==> src/rtl/axil_cmd_master.sv <==
// Purpose     : single-outstanding AXI4-Lite master; turns one cmd beat into one AXI-Lite read or write.
// Latency     : cmd accept at cycle 0, AW/W or AR valid at 1, rsp_valid 3 cycles after accept with a zero-wait slave.
// Backpressure: cmd_ready low from accept until rsp is consumed; rsp_valid/payload held until rsp_ready.
//
// Ports:
//   clk, rst                     - clock, synchronous active-high reset
//   cmd_valid/ready, cmd_write,
//   cmd_addr/wdata/wstrb         - command stream (write=1, read=0)
//   rsp_valid/ready, rsp_rdata,
//   rsp_resp                     - response stream (rdata zero for writes, resp 2'b11 on timeout)
//   busy                         - high whenever a command is in progress
//   m_axi_aw*/w*/b*/ar*/r*       - AXI4-Lite master channels
//   timeout_flag                 - sticky watchdog indication (timeout build only)
//
// Build option: define AXIL_CMD_MASTER_TIMEOUT_EN to enable the per-transaction watchdog
// (P_TIMEOUT_CYCLES) and the timeout_flag port. Without it the master waits indefinitely.

module axil_cmd_master #(
   parameter int unsigned P_AXI_ADDR_WIDTH = 32,
   parameter int unsigned P_AXI_DATA_WIDTH = 32,
   parameter int unsigned P_TIMEOUT_CYCLES = 1024
) (
   input  logic                            clk,
   input  logic                            rst,
   // command stream
   input  logic                            cmd_valid,
   output logic                            cmd_ready,
   input  logic                            cmd_write,
   input  logic [P_AXI_ADDR_WIDTH-1:0]     cmd_addr,
   input  logic [P_AXI_DATA_WIDTH-1:0]     cmd_wdata,
   input  logic [P_AXI_DATA_WIDTH/8-1:0]   cmd_wstrb,
   // response stream
   output logic                            rsp_valid,
   input  logic                            rsp_ready,
   output logic [P_AXI_DATA_WIDTH-1:0]     rsp_rdata,
   output logic [1:0]                      rsp_resp,
   output logic                            busy,
   // AXI4-Lite write address
   output logic [P_AXI_ADDR_WIDTH-1:0]     m_axi_awaddr,
   output logic                            m_axi_awvalid,
   input  logic                            m_axi_awready,
   // AXI4-Lite write data
   output logic [P_AXI_DATA_WIDTH-1:0]     m_axi_wdata,
   output logic [P_AXI_DATA_WIDTH/8-1:0]   m_axi_wstrb,
   output logic                            m_axi_wvalid,
   input  logic                            m_axi_wready,
   // AXI4-Lite write response
   input  logic [1:0]                      m_axi_bresp,
   input  logic                            m_axi_bvalid,
   output logic                            m_axi_bready,
   // AXI4-Lite read address
   output logic [P_AXI_ADDR_WIDTH-1:0]     m_axi_araddr,
   output logic                            m_axi_arvalid,
   input  logic                            m_axi_arready,
   // AXI4-Lite read data
   input  logic [P_AXI_DATA_WIDTH-1:0]     m_axi_rdata,
   input  logic [1:0]                      m_axi_rresp,
   input  logic                            m_axi_rvalid,
   output logic                            m_axi_rready
`ifdef AXIL_CMD_MASTER_TIMEOUT_EN
   ,
   output logic                            timeout_flag
`endif
);

   localparam int unsigned LP_STRB_WIDTH = P_AXI_DATA_WIDTH / 8;

   typedef enum logic [2:0] {
      ST_IDLE,
      ST_WR_REQ,
      ST_WR_RESP,
      ST_RD_REQ,
      ST_RD_DATA,
      ST_RSP
   } state_t;

   // Captured command payload; the read/write direction lives in the state itself.
   typedef struct packed {
      logic [P_AXI_ADDR_WIDTH-1:0] addr;
      logic [P_AXI_DATA_WIDTH-1:0] wdata;
      logic [LP_STRB_WIDTH-1:0]    wstrb;
   } cmd_t;

   state_t state;
   cmd_t   cmd_q;
   logic   aw_done;
   logic   w_done;
   logic   aw_hs;
   logic   w_hs;
   logic   tmo_hit;

   // Payloads come straight from the capture register, so they are stable while valid.
   assign m_axi_awaddr = cmd_q.addr;
   assign m_axi_araddr = cmd_q.addr;
   assign m_axi_wdata  = cmd_q.wdata;
   assign m_axi_wstrb  = cmd_q.wstrb;

   assign busy  = (state != ST_IDLE);
   assign aw_hs = m_axi_awvalid && m_axi_awready;
   assign w_hs  = m_axi_wvalid  && m_axi_wready;

`ifdef AXIL_CMD_MASTER_TIMEOUT_EN
   localparam int unsigned LP_TMO_W = $clog2(P_TIMEOUT_CYCLES + 1);

   logic [LP_TMO_W-1:0] tmo_cnt;
   logic                tmo_active;

   assign tmo_active = (state == ST_WR_REQ) || (state == ST_WR_RESP) ||
                       (state == ST_RD_REQ) || (state == ST_RD_DATA);

   // The counter holds the number of waiting cycles already spent; the watchdog
   // fires on the P_TIMEOUT_CYCLES-th waiting cycle.
   assign tmo_hit = tmo_active && (tmo_cnt == LP_TMO_W'(P_TIMEOUT_CYCLES - 1));

   always_ff @(posedge clk) begin
      if (rst) begin
         tmo_cnt      <= '0;
         timeout_flag <= 1'b0;
      end else begin
         if (state == ST_IDLE && cmd_valid) begin
            tmo_cnt <= '0;
         end else if (tmo_active) begin
            tmo_cnt <= tmo_cnt + 1'b1;
         end
         if (tmo_hit) begin
            timeout_flag <= 1'b1;
         end
      end
   end
`else
   // Watchdog compiled out: the master waits for the slave indefinitely and
   // P_TIMEOUT_CYCLES has no effect.
   assign tmo_hit = 1'b0;
`endif

   always_ff @(posedge clk) begin
      if (rst) begin
         state         <= ST_IDLE;
         cmd_ready     <= 1'b1;
         cmd_q         <= '0;
         aw_done       <= 1'b0;
         w_done        <= 1'b0;
         m_axi_awvalid <= 1'b0;
         m_axi_wvalid  <= 1'b0;
         m_axi_bready  <= 1'b0;
         m_axi_arvalid <= 1'b0;
         m_axi_rready  <= 1'b0;
         rsp_valid     <= 1'b0;
         rsp_rdata     <= '0;
         rsp_resp      <= 2'b00;
      end else if (tmo_hit) begin
         // Abandon the slave side and report the timeout as a normal response.
         m_axi_awvalid <= 1'b0;
         m_axi_wvalid  <= 1'b0;
         m_axi_bready  <= 1'b0;
         m_axi_arvalid <= 1'b0;
         m_axi_rready  <= 1'b0;
         rsp_valid     <= 1'b1;
         rsp_rdata     <= '0;
         rsp_resp      <= 2'b11;
         state         <= ST_RSP;
      end else begin
         case (state)
            ST_IDLE: begin
               if (cmd_valid) begin
                  cmd_q.addr  <= cmd_addr;
                  cmd_q.wdata <= cmd_wdata;
                  cmd_q.wstrb <= cmd_wstrb;
                  cmd_ready   <= 1'b0;
                  aw_done     <= 1'b0;
                  w_done      <= 1'b0;
                  if (cmd_write) begin
                     m_axi_awvalid <= 1'b1;
                     m_axi_wvalid  <= 1'b1;
                     state         <= ST_WR_REQ;
                  end else begin
                     m_axi_arvalid <= 1'b1;
                     state         <= ST_RD_REQ;
                  end
               end
            end

            ST_WR_REQ: begin
               // AW and W complete independently, in either order or together.
               if (aw_hs) begin
                  m_axi_awvalid <= 1'b0;
                  aw_done       <= 1'b1;
               end
               if (w_hs) begin
                  m_axi_wvalid <= 1'b0;
                  w_done       <= 1'b1;
               end
               if ((aw_done || aw_hs) && (w_done || w_hs)) begin
                  m_axi_bready <= 1'b1;
                  state        <= ST_WR_RESP;
               end
            end

            ST_WR_RESP: begin
               if (m_axi_bvalid) begin
                  m_axi_bready <= 1'b0;
                  rsp_rdata    <= '0;
                  rsp_resp     <= m_axi_bresp;
                  rsp_valid    <= 1'b1;
                  state        <= ST_RSP;
               end
            end

            ST_RD_REQ: begin
               if (m_axi_arready) begin
                  m_axi_arvalid <= 1'b0;
                  m_axi_rready  <= 1'b1;
                  state         <= ST_RD_DATA;
               end
            end

            ST_RD_DATA: begin
               if (m_axi_rvalid) begin
                  m_axi_rready <= 1'b0;
                  rsp_rdata    <= m_axi_rdata;
                  rsp_resp     <= m_axi_rresp;
                  rsp_valid    <= 1'b1;
                  state        <= ST_RSP;
               end
            end

            ST_RSP: begin
               // cmd_ready returns the cycle after the response is taken.
               if (rsp_ready) begin
                  rsp_valid <= 1'b0;
                  cmd_ready <= 1'b1;
                  state     <= ST_IDLE;
               end
            end

            default: begin
               state <= ST_IDLE;
            end
         endcase
      end
   end

endmodule
==> config.mk <==
export PLATFORM = sky130hd
export DESIGN_NAME = axil_cmd_master
export DESIGN_NICKNAME = d
export VERILOG_FILES = /design/src/rtl/axil_cmd_master.sv
export SDC_FILE = /design/constraint.sdc
export NUM_CORES = 1
export LEC_CHECK = 0
export CAP_MARGIN = 20
export CORE_MARGIN = 10
export CORE_UTILIZATION = 41
export DETAILED_ROUTE_END_ITERATION = 6
export PLACE_DENSITY_LB_ADDON = 0.05
export SLEW_MARGIN = 20
export SYNTH_ARGS = -nofsm -noshare
export SYNTH_HDL_FRONTEND = slang
export SYNTH_SLANG_ARGS = --single-unit
==> constraint.sdc <==
create_clock -name clk -period 4.6 [get_ports clk]
set_input_delay 0.46 -clock clk [delete_from_list [all_inputs] [get_ports clk]]
set_output_delay 0.46 -clock clk [all_outputs]
set_load 0.03 [all_outputs]
Word level (Yosys, flattened, before mapping)
Index checks and enable logic that the tools add are counted.

storage, ports and cells
  word-level logic and storage cells = 97
  flip-flop bits (word level) = 114
  bits of input ports = 114

operators by class
  mux-type cells = 41
  eq/ne operators = 15
  reduce and logical (&&, ||, !) cells = 26

operator list
  cell                                                                    count
  32-bit 2-to-1 mux                                                       2
  32-bit case mux with 2 select lines                                     1
  2-bit inequality test (second input constant)                           10
  1-bit 2-to-1 mux                                                        18
  3-bit 2-to-1 mux                                                        6
  3-bit case mux with 6 select lines                                      1
  3-bit AND reduction                                                     6
  1-bit case mux with 2 select lines                                      8
  4-bit AND reduction                                                     4
  2-bit nonzero test                                                      6
  3-bit by 2-bit equality test with 1-bit output (second input constant)  2
  3-bit equality test (second input constant)                             2
  2-bit 2-to-1 mux                                                        3
  6-bit AND reduction                                                     1
  3-bit nonzero test                                                      2
  2-bit case mux with 2 select lines                                      1
  3-bit by 1-bit equality test with 1-bit output (second input constant)  1
  1-bit logical AND                                                       3
  3-bit logical NOT                                                       1
  1-bit case mux with 3 select lines                                      1
  1-bit logical OR                                                        2
  2-bit AND reduction                                                     1

Longest topological paths before layout
Gate-level depths: netlist (run 1).

  depth after elaboration = 5
  mapped depth = 7
  depth with buffers taken out = 4

Least setup slack after synthesis (run 1)
OpenSTA, ideal clock, no wires.

  kind = register to register
  start = register state[2]
  end = register state[0]
  period minus slack after synthesis = 1495 ps
  library setup time = 77 ps
  required time = 4523 ps
  slack = 3105 ps
  cell stages (with the launch flop) = 6
  data arrival time = 1418 ps
  cells stage by stage = dfxtp_1 buf_2 nor2b_1 a21o_1 or4b_1 a41oi_2

on the way
  longest elaborated chain between the ends = 3
  elaborated cells between the ends (all ways) = 14

ends and longest elaborated chain
  element                                                                       line  source
  start: declaration                                                            84    state_t state;
  start signal: assignment                                                      138   state <= ST_IDLE;
  start signal: assignment                                                      161   state <= ST_RSP;
  start signal: assignment                                                      175   state <= ST_WR_REQ;
  3-bit by 2-bit equality test with 1-bit output, or another cell as far along  163   case (state)
  2-bit inequality test (no source line)                                        n/a
  6-bit AND reduction (no source line)                                          n/a

Several ways; a longest one is shown, not always the timed one.
A chain may end at the register's enable or synchronous reset.

Final worst setup path (run 1)
  start = register state[0]
  end = output busy

on the way
  longest elaborated chain between the ends = 1

ends and longest elaborated chain
  element             line  source
  3-bit nonzero test  98    assign busy = (state != ST_IDLE);
  end: declaration    37    output logic busy,

Every way passes these cells.

==> run_results.csv, run 1 <==
group,metric,value,unit
setup_path,path_delay_family,"buffers and inverters",
timing,finalCriticalPeriod,2.616,ns
clocking,ctsHoldBuffers,0,
clocking,postCtsSetupBuffers,0,
timing,final-setup-viol-count,0,
clocking,cts_buffers,17,
logic_synthesis,ys_ff_latch,114,
setup_path,crit_type,"reg -> out",
logic_synthesis,syn-instance-count,523,
route,viasPerCell,4.874,
status,status,"finished, final reports clean",
logic_synthesis,ys_dominant_reg_cell,"dfxtp_1",
final_layout,multi_input_area,1640,sq um
logic_synthesis,avgSynthCellArea,8.311,sq um
timing,finalSetupTns,0,ns
global_routing,grt.overflow.total,0,
timing,relSlewSlack,44.85,%
logic_synthesis,synth_area,4347,sq um
logic_synthesis,synth_nets,637,
clocking,cts-root-buf,"clkbuf_8",
setup_path,crit_buf_inv,2,
route,first_iter_violations,302,
final_layout,seq_area,2282,sq um
timing,tightest_slew,0.8272,ns
clocking,post_cts_resized,0,
setup_path,cp_slowest_cell,"dfxtp_1",
global_routing,track_usage,18.88,%
final_layout,area_growth,68.34,%
final_layout,fin_nets,841,
setup_path,crit_path_start_kind,"register",
pwr,p_per_area,435.1,nW/um^2
timing,rsz0062_at_grt,"false",
final_layout,layout-drive-gt1-share,5.683,%
timing,period_share,56.87,%
route,wl_per_cell,17.16,um
timing,fmax,382.3,MHz
die,die_area,15120,sq um
final_layout,fillers,842,
logic_synthesis,muxShareOfSynthArea,1.209,%
placement,gp_congestion,0.7756,
die,rows,37,
clocking,clk_pin_slew,0.06,ns
pwr,vdd_drop_max,0.2565,mV
logic_synthesis,yosysSeqAreaShare,52.50,%
logic_synthesis,synth_top_family_by_area,"simple AND/OR/NAND/NOR gates",
worst_hold_path,hold_class,"reg -> reg",
global_routing,grt_first_pass_wirelength,22360,um
clocking,cts_buffer_depth,2,
clocking,cts_sinks,114,
run,maxCapViolations,0,
die,core_area,10320,sq um
clocking,clock_latency,0.50,ns
pwr,p_leak,2.662,nW
logic_synthesis,synthSimpleGateAreaFrac,18.88,%
logic_synthesis,synth_xor_area_share,0,%
global_routing,grt_max_degree,114,
setup_path,path_cells,"nor3_1 > inv_1 > clkdlybuf4s50_1",
logic_synthesis,synth-async-reset-ratio,0,%
final_layout,antenna_cells,0,
global_routing,antenna_found_initial,0,
clocking,cts_tree,"yes",
setup_path,crit_path_max_incr_delay,0.70,ns
route,dr.pass1.iters,5,
route,ant_nets,0,
die,initial_utilization,42.10,%
placement,port_buffers,255,
timing,finalMaxSlewViolations,0,
clocking,ctsHtreeMaxLevel,4,
logic_synthesis,synth_fa_ha_area_share,0,%
global_routing,grt_pass1_vias,4210,
die,die_h,123.0,um
setup_path,crit_path_end_kind,"output pin",
timing,finalClockSkew,0.007997,ns
placement,hpwl,10890,um
logic_synthesis,synth-edff-count,0,
route,drc,0,
setup_path,required,4.14,ns
setup_path,worstPathMaxFanout,20,
timing,finalHoldViolCount,0,
timing,hold_ws,0.4526,ns
route,routed-via-count,4265,
logic_synthesis,ys_types,37,
die,boundaryPins,256,
setup_path,critPathArrivalTime,2.16,ns
route,drt_wl_total,15010,um
die,die_x,123.0,um
logic_synthesis,yosysWarnings,0,
logic_synthesis,synth_compound_gate_area_share,17.50,%
## registers in the layout (all words and copies together) (netlist names)
name,count
state,3
rsp_resp,2
m_axi_wdata,32
m_axi_rready,1
rsp_rdata,32
m_axi_wvalid,1
m_axi_arvalid,1
m_axi_wstrb,4
m_axi_bready,1
w_done,1
cmd_ready,1
m_axi_araddr,32
m_axi_awvalid,1
rsp_valid,1
aw_done,1
## cells by family (layout without fill, tap and decap cells)
kind of cell           count (synthesis)  in the layout
muxes                                  5              5
DFF                                  114            114
buffers and inverters                 76            292
AOI/OAI and AO/OA                    127            127
and+or+nand+nor                      201            201
## final timing paths
check | startpoint | to | slack [ns] | depth (start not counted)
max | state[0] | busy | 1.98 | 3
min | m_axi_wdata[27] | m_axi_wdata[27] | 0.45 | 2
max reg2reg | state[0] | m_axi_wdata[13] | 2.20 | 5
min reg2reg | m_axi_wdata[27] | m_axi_wdata[27] | 0.45 | 2
## tightest hold or removal path: cells and delay by family, from the launching register on
family,cells,cell delay (ns)
simple gates,1,0.05
compound gates,1,0.05
flops,1,0.30
## routing by layer
layer	wire, um	up-vias	track usage, %	part of all wire, %
met3	1820	6	10.62	12
met5	0	-	0	0
met4	105	0	5.596	0.70
met2	7645	160	33.00	51
li1	-	2123	-	-
met1	5441	1976	18.81	36
## layout by cell type, fill, tap and decap left out, types with 5 or more instances in the layout
cell type / count
clkdlybuf4s50_1: 254
bufinv_16: 5
a21oi_1: 77
nand2_1: 140
nor2_1: 40
a22oi_1: 33
o21ai_0: 6
dfxtp_1: 114
clkbuf_16: 16
## stage by stage
step | setup WS [ns] | instance area [sq um] | util (%) | cells | power (mW)
global route | 1.807 | 7317 | 70.88 | 875 | 3.322
global placement | 2.183 | 6670 | 64.61 | 844 | 1.787
CTS | 1.950 | 7311 | 70.82 | 875 | 3.217
floorplan | 3.105 | 4347 | - | 523 | 1.515
finish | 1.984 | 7317 | 70.88 | 875 | 3.183
detailed placement | 2.125 | 6670 | 64.61 | 844 | 1.799
## synthesized netlist by cell type, drive strengths merged (2+ instances only)
| master | count | area [sq um] |
|---|---|---|
| a21o | 2 | 15.01 |
| a21oi | 78 | 394.1 |
| a22oi | 33 | 247.7 |
| a2bb2oi | 2 | 17.52 |
| and2 | 2 | 12.51 |
| buf | 51 | 336.6 |
| clkbuf | 21 | 78.83 |
| dfxtp | 114 | 2282 |
| inv | 4 | 15.01 |
| mux2 | 2 | 22.52 |
| mux2i | 3 | 30.03 |
| nand2 | 141 | 529.3 |
| nand3b | 3 | 22.52 |
| nor2 | 40 | 150.1 |
| nor3 | 2 | 10.01 |
| o21ai | 6 | 30.03 |
| or4 | 2 | 15.01 |
| or4b | 2 | 20.02 |
## where the power goes
group          switching (mW)  internal (mW)  total, mW
clock                   0.436          0.973       1.41
combinational           0.374          0.293      0.668
sequential             0.0516           1.06       1.11
## layout make-up
type,count,area share (%)
Timing Repair Buffer,257,35.11
Sequential cell,114,31.19
Multi-Input combinational cell,333,22.42
Clock buffer,22,6.327
Clock inverter,9,2.428
Tap cell,136,2.326
Inverter,4,0.2052
(Power assumes the default switching activity.)
==> run 2, diff against run 1 <==
--- a/config.mk
+++ b/config.mk
@@ -7,7 +7,7 @@
 export LEC_CHECK = 0
 export CAP_MARGIN = 20
 export CORE_MARGIN = 10
-export CORE_UTILIZATION = 41
+export CORE_UTILIZATION = 34
 export DETAILED_ROUTE_END_ITERATION = 6
 export PLACE_DENSITY_LB_ADDON = 0.05
 export SLEW_MARGIN = 20
==> constraint.sdc (replaced) <==
create_clock -name clk -period 2.1 [get_ports clk]
set_input_delay 0.21 -clock clk [delete_from_list [all_inputs] [get_ports clk]]
set_output_delay 0.21 -clock clk [all_outputs]
set_load 0.03 [all_outputs]
==> run_results.csv, run 2 (synthesis gave the netlist of run 1 again) <==
group,metric,value,unit
route,routed-via-count,4302,
die,die_h,133.1,um
clocking,postCtsSetupBuffers,0,
timing,hold_ws,0.2631,ns
run,maxCapViolations,0,
setup_path,r2r_setup_slack,0.35,ns
final_layout,fin_nets,850,
timing,finalClockSkew,0.006896,ns
timing,rsz0062_at_grt,"false",
clocking,clock_latency,0.41,ns
route,first_iter_violations,174,
final_layout,fillers,1153,
setup_path,crit_path_start_kind,"register",
global_routing,antenna_found_initial,0,
global_routing,met1_usage,17.30,%
pwr,p_leak,2.703,nW
die,rows,41,
clocking,cts_tree,"yes",
pwr,vdd_drop_max,0.4797,mV
clocking,ctsHtreeMaxLevel,4,
placement,gp_congestion,0.7566,
global_routing,grt.met3_usage,8.478,%
final_layout,final_cell_mix,"clkdlybuf4s50_1, nand2_1, dfxtp_1",
global_routing,grt_max_degree,46,
die,initial_utilization,34.58,%
timing,fmax,513.9,MHz
timing,finalCriticalPeriod,1.946,ns
clocking,clk_pin_slew,0.05,ns
clocking,cts-root-buf,"clkbuf_16",
setup_path,required,1.89,ns
clocking,cts_sinks,114,
setup_path,worstPathMaxFanout,12,
final_layout,layout-drive-gt1-share,6.971,%
timing,tightest_slew,0.5490,ns
final_layout,final_cells,918,
global_routing,grt_pass1_vias,4435,
setup_path,reg2reg_depth,6,
route,viasPerCell,4.686,
route,ant_nets,0,
die,die_area,17710,sq um
placement,hpwl,11270,um
clocking,cts_buffers,17,
clocking,ctsHoldBuffers,0,
route,dr.pass1.iters,4,
setup_path,crit_type,"reg -> out",
worst_hold_path,whs_path_depth,2,
final_layout,area_growth,70.12,%
setup_path,crit_path_end_kind,"output pin",
final_layout,antenna_cells,0,
die,core_area,12570,sq um
timing,finalSetupTns,0,ns
timing,period_share,92.66,%
route,drt_wl_total,15190,um
global_routing,track_usage,16.56,%
pwr,p_per_area,895.9,nW/um^2
global_routing,grt_first_pass_wirelength,23340,um
timing,finalMaxSlewViolations,0,
timing,relSlewSlack,62.88,%
clocking,cts_buffer_depth,2,
die,die_x,133.1,um
global_routing,grt.overflow.total,0,
timing,finalHoldViolCount,0,
placement,placed_cells,889,
final_layout,multi_input_area,1643,sq um
final_layout,final_common_cell,"clkdlybuf4s50_1",
setup_path,critPathArrivalTime,1.74,ns
status,status,"finished, final reports clean",
timing,final-setup-viol-count,0,
die,boundaryPins,256,
final_layout,seq_area,2286,sq um
global_routing,top_usage_layer,"met2",
global_routing,use_met2,27.17,%
worst_hold_path,hold_class,"in -> reg",
route,wl_per_cell,16.55,um
placement,port_buffers,255,
route,drc,0,
[run 2: cell types whose count changed in the layout (fill, tap and decap cells not counted), moves of 3 or more]
| cell | change |
|---|---|
| buf_4 | +6 |
| dfxtp_1 | -3 |
| dfxtp_2 | +3 |
| clkinvlp_4 | -3 |
| bufinv_16 | -4 |
| buf_12 | +4 |
| clkinv_2 | +4 |
[run 2: layout make-up]
type	instances	area share, %
clock buffer	23	6.734
clock inverter	6	0.7445
inverter	4	0.2030
multi-input combinational	333	22.22
sequential	114	30.91
tap	172	2.910
timing repair buffer	266	36.28
[run 2: final timing paths]
check | start | end
hold / removal | rst | rsp_rdata[5]
setup reg to reg | state[0] | rsp_rdata[1]
setup / recovery | state[2] | busy
hold reg to reg | m_axi_wdata[24] | m_axi_wdata[24]
[run 2: layer usage]
layer | vias to the layer above | wire length [um]
met2 | 165 | 7419
li1 | 2140 | -
met5 | - | 0
met3 | 21 | 1501
met4 | 0 | 288
met1 | 1976 | 5983
[run 2: critical path: stages, from the launching register on]
cell and delay, ns:
dfxtp_2 0.38, nor3_2 0.27, inv_1 0.07, clkdlybuf4s50_1 0.61
[run 2: report_power, final]
group	total [mW]	switching, mW	internal (mW)
logic	1.52	0.835	0.684
clock network	2.68	0.936	1.75
registers	2.42	0.107	2.31
[run 2: what timing repair did]
action	in CTS	in global routing
resized for setup	2	2
endpoints found under the hold margin	0	0
setup endpoints to repair	1	1
pin swaps	0	0
[run 2: metrics by stage]
step	util [%]	instance area, sq um	setup slack (ns)	total power, mW
2_1_floorplan	-	4347	0.6050	3.319
3_3_place_gp	54.37	6833	0.3114	3.973
3_5_place_dp	54.37	6833	0.2741	3.996
4_1_cts	58.82	7392	0.04079	6.709
5_1_grt	58.84	7395	0.04359	6.919
6_report	58.84	7395	0.1542	6.625
==> run 3, diff against run 2 <==
--- a/config.mk
+++ b/config.mk
@@ -9,6 +9,7 @@
 export CORE_MARGIN = 10
 export CORE_UTILIZATION = 34
 export DETAILED_ROUTE_END_ITERATION = 6
+export HOLD_SLACK_MARGIN = 0.05
 export PLACE_DENSITY_LB_ADDON = 0.05
 export SLEW_MARGIN = 20
 export SYNTH_ARGS = -nofsm -noshare
==> results of run 3 <==
The final DEF is identical to that of run 2; final timing and power are the same.
